**config.mk**
```make
export PLATFORM = sky130hd
export DESIGN_NAME = prog_loader
export DESIGN_NICKNAME = d
export VERILOG_FILES = /design/src/rtl/prog_loader.sv
export SDC_FILE = /design/constraint.sdc
export NUM_CORES = 1
export LEC_CHECK = 0
export BUFFER_PORTS_ARGS = -buffer_cell sky130_fd_sc_hd__buf_2
export CORE_MARGIN = 3
export CORE_UTILIZATION = 60
export CTS_CLUSTER_SIZE = 25
export DETAILED_ROUTE_END_ITERATION = 10
export PLACE_DENSITY = 0.83
export SYNTH_ARGS = -nofsm -noshare
export SYNTH_HDL_FRONTEND = slang
export SYNTH_SLANG_ARGS = --single-unit
```
**constraint.sdc**
```tcl
create_clock -name clk -period 4.9 [get_ports clk]
set_clock_uncertainty 0.1 [all_clocks]
set_input_delay 1.225 -clock clk [delete_from_list [all_inputs] [get_ports clk]]
set_output_delay 1.225 -clock clk [all_outputs]
set_load 0.01 [all_outputs]
```
**src/rtl/prog_loader.sv**
```systemverilog
// Byte-stream program loader: reads a 16-bit big-endian word count, then packs
// bytes into 32-bit big-endian words and writes them to instruction memory.
module prog_loader #(
  parameter int ADDR_W    = 8,
  parameter int BASE_ADDR = 0
) (
  input  logic              clk,
  input  logic              rst,
  input  logic [7:0]        byte_in,
  input  logic              byte_valid,
  output logic              byte_ready,
  input  logic              reload,
  output logic              imem_we,
  output logic [ADDR_W-1:0] imem_addr,
  output logic [31:0]       imem_wdata,
  output logic              core_rst,
  output logic              done,
  output logic              err,
  output logic [15:0]       words_loaded
);

  typedef enum logic [2:0] {
    CNT_HI = 3'd0,
    CNT_LO = 3'd1,
    DATA   = 3'd2,
    WRITE  = 3'd3,
    DONE   = 3'd4,
    ERR    = 3'd5
  } state_t;

  localparam logic [16:0] DEPTH = 17'(1) << ADDR_W;

  state_t            state;
  logic [15:0]       count, idx, nxt_count;
  logic [1:0]        bcnt;
  logic [31:0]       word, last_data;
  logic [ADDR_W-1:0] last_addr, cur_addr;
  logic              xfer;

  assign byte_ready   = (state == CNT_HI) || (state == CNT_LO) || (state == DATA);
  assign xfer         = byte_valid & byte_ready;
  assign nxt_count    = {count[15:8], byte_in};
  assign cur_addr     = ADDR_W'(BASE_ADDR) + idx[ADDR_W-1:0];

  // Reload squashes a pending write and releases nothing to the core that cycle.
  assign imem_we      = (state == WRITE) && !reload;
  assign imem_addr    = imem_we ? cur_addr : last_addr;
  assign imem_wdata   = imem_we ? word : last_data;
  assign core_rst     = (state != DONE) || reload;
  assign done         = (state == DONE);
  assign err          = (state == ERR);
  assign words_loaded = idx;

  always_ff @(posedge clk or negedge rst) begin
    if (!rst) begin
      state     <= CNT_HI;
      count     <= '0;
      idx       <= '0;
      bcnt      <= '0;
      word      <= '0;
      last_addr <= '0;
      last_data <= '0;
    end else if (reload) begin
      state <= CNT_HI;
      bcnt  <= '0;
      idx   <= '0;
    end else begin
      case (state)
        CNT_HI: if (xfer) begin
          count[15:8] <= byte_in;
          state       <= CNT_LO;
        end
        CNT_LO: if (xfer) begin
          count[7:0] <= byte_in;
          bcnt       <= '0;
          idx        <= '0;
          if (nxt_count == 16'd0)               state <= DONE;
          else if ({1'b0, nxt_count} > DEPTH)   state <= ERR;
          else                                  state <= DATA;
        end
        DATA: if (xfer) begin
          word <= {word[23:0], byte_in};
          bcnt <= bcnt + 2'd1;
          if (bcnt == 2'd3) state <= WRITE;
        end
        WRITE: begin
          last_addr <= cur_addr;
          last_data <= word;
          idx       <= idx + 16'd1;
          state     <= (idx + 16'd1 == count) ? DONE : DATA;
        end
        default: ;
      endcase
    end
  end

endmodule

```
==> results.sh <==
export IMPL_status="finished, final reports clean"
export IMPL_gp_routability_congestion=0.891
export IMPL_die_h_um=97.0
export IMPL_synth_async_reset_ratio_pct=100
export IMPL_grt_usage_pct=24.4
export IMPL_yosys_area_share_simple_pct=19.1
export IMPL_synth_edf_count=0
export IMPL_ant_nets=0
export IMPL_clk_pin_slew_worst_paths_ps=100
export IMPL_cts_hold_buf=0
export IMPL_fin_cells=654
export IMPL_synthMuxAreaShare_pct=11.3
export IMPL_globalRouteOverflowTotal=0
export IMPL_path_max_fanout=46
export IMPL_worst_ep_required_time_ps=3580
export IMPL_cp_end_kind="output port"
export IMPL_synth_fa_ha_area_share_pct=0.504
export IMPL_finalSetupViolCount=0
export IMPL_syn_area_mm2=0.00497
export IMPL_grt_max_degree=83
export IMPL_cts_tree="yes"
export IMPL_dp_cells=638
export IMPL_num_io_pins=73
export IMPL_nNetsFinal=561
export IMPL_synthFlopType="dfrtp_1"
export IMPL_synth_xor_area_share_pct=3.88
export IMPL_slew_violations=0
export IMPL_place_area_mm2=0.00538
export IMPL_synthCells=486
export IMPL_dpl_hpwl_mm=7.44
export IMPL_register_area_mm2=0.00273
export IMPL_drive_gt1_share_pct=26.8
export IMPL_dr_total_vias=3714
export IMPL_postCtsSetupBuffers=0
export IMPL_multi_input_area_mm2=0.00212
export IMPL_synth_compound_area_share_pct=7.81
export IMPL_cts_root_buf="clkbuf_8"
export IMPL_start_kind="primary input"
export IMPL_start_util_pct=63.0
export IMPL_netlist_cell_type_count=51
export IMPL_clock_latency_ps=380
export IMPL_grt_pass1_wl_mm=18.6
export IMPL_ir_worst_vdd_v=0.000175
export IMPL_syn_area_per_cell_um2=10.2
export IMPL_drcViolationCount=0
export IMPL_port_buffers=72
export IMPL_hold_viol=0
export IMPL_timing_final_crit_period_ps=3900
export IMPL_cts_sinks=109
export IMPL_die_w_um=97.0
export IMPL_post_route_period_util_pct=79.5
export IMPL_max_slew_margin_pct=15.6
export IMPL_arrival_ps=2570
export IMPL_design_area_mm2=0.00558
export IMPL_drt_iter0_markers=241
export IMPL_worstMarginPinSlew_ps=1270
export IMPL_rsz0062_at_grt="false"
export IMPL_avgRoutedWirePerCell_um=16.4
export IMPL_routed_via_density=5.68
export IMPL_die_area_mm2=0.00941
export IMPL_final_util_pct=70.7
export IMPL_power_per_cell_area_mw_per_mm2=302
export IMPL_ys_warn_count=0
export IMPL_cts_buffers=9
export IMPL_coreArea_mm2=0.00789
export IMPL_min_path_cells=2
export IMPL_reg2regPathDepth=6
export IMPL_setup_tns_final_ps=0
export IMPL_ys_seq_area_share_pct=54.9
export IMPL_hp_class="flip-flop to flip-flop"
export IMPL_first_global_vias=3709
export IMPL_rows=32
export IMPL_wirelength_mm=10.7
export IMPL_ctsResizeCount=0
export IMPL_leakage_nw=2.94
export IMPL_maxCapViolCount=0
export IMPL_n_fill_cell=580
export IMPL_htreeDepth=3
export IMPL_cts_buffer_depth=2
export IMPL_antenna_found_initial=0
export IMPL_synth_top_family_by_area="simple AND/OR/NAND/NOR gates"
export IMPL_firstDrtPassIters=5
export IMPL_ys_ff_latch=109
export IMPL_syn2layout_area_growth_pct=12.3
export IMPL_max_freq_mhz=257
export IMPL_path_class="primary input to output port"
export IMPL_diodes=0
export IMPL_syn_nets=500
cells by family (layout without fill, tap and decap cells):
| family | count (synthesis) | after routing |
|---|---|---|
| simple gates | 211 | 211 |
| flops | 109 | 109 |
| compound gates | 61 | 61 |
| mux | 50 | 50 |
| buf+inv | 31 | 97 |
| xor+xnor | 22 | 22 |
| fa+ha+maj | 2 | 2 |
flip-flops by register name, indices dropped and copies added, names as in the netlist:
name          count
count            16
words_loaded     16
last_addr         8
state             3
bcnt              2
word             32
last_data        32
metrics by stage:
step                      hold slack [ps]  total power [W]  setup WS [ps]
after CTS                             378          0.00170            990
final                                 375          0.00168           1000
after floorplan                       364          0.00111           1180
after global routing                  404          0.00176            837
after global placement                350          0.00116           1040
after detailed placement              354          0.00118            982
metal layers:
metal	vias to the layer above	part of all wire [%]	GRT usage [%]
li1	1777	-	-
met1	1817	46	36.7
met4	0	1.5	7.88
met3	12	5.3	3.75
met5	-	0	0
met2	108	47	36.7
synth_stat cells (4+ instances only):
cell type	instances	area, µm²
nand4_1	4	25.0
a21oi_1	6	30.0
nand2_1	146	548
xor2_1	7	61.3
xnor2_1	15	131
nor3_1	5	25.0
nor2_1	19	71.3
buf_2	6	30.0
a31oi_1	5	31.3
nor4_1	4	25.0
clkbuf_1	16	60.1
inv_1	4	15.0
dfrtp_1	109	2730
mux2_2	47	529
nand3_1	9	45.0
o21ai_0	26	130
buf_1	4	15.0
critical path, cell delays in order:
cell	delay [ps]
buf_2	150
nand3b_1	200
inv_2	580
nand2_1	150
nand2_1	110
buf_2	130
where the power goes:
group / leakage (nW) / switching (W) / internal, W
Combinational: 1.36 / 0.0000853 / 0.0000862
Sequential: 1.49 / 0.0000484 / 0.000939
Clock: 0.0947 / 0.000327 / 0.000197
placed cells by master (no fill, tap or decap), types with 4 or more instances in the layout:
cell / count
nand2_1: 146
dfrtp_1: 109
buf_2: 71
mux2_2: 47
o21ai_0: 26
nor2_1: 19
xnor2_1: 15
nand3_1: 9
clkbuf_8: 9
xor2_1: 7
a21oi_1: 6
nor3_1: 5
a31oi_1: 5
buf_4: 5
inv_1: 4
nor4_1: 4
nand4_1: 4
final timing paths:
kind | from | to | slack (ps)
worst min register to register | last_data[26] | last_data[26] | 380
min in group asynchronous | rst | last_data[24] | 900
max in group asynchronous | rst | word[2] | 2830
worst max-delay path | reload | imem_wdata[1] | 1000
worst max register to register | state[0] | words_loaded[9] | 2470
worst min-delay path | last_data[26] | last_data[26] | 380
layout make-up:
| type | count | area share [%] |
|---|---|---|
| Tap cell | 102 | 2.29 |
| Multi-Input combinational cell | 346 | 37.9 |
| Sequential cell | 109 | 48.9 |
| Inverter | 5 | 0.337 |
| Clock buffer | 9 | 2.22 |
| Timing Repair Buffer | 76 | 7.05 |
| Clock inverter | 7 | 1.26 |
(Power assumes the default switching activity.)
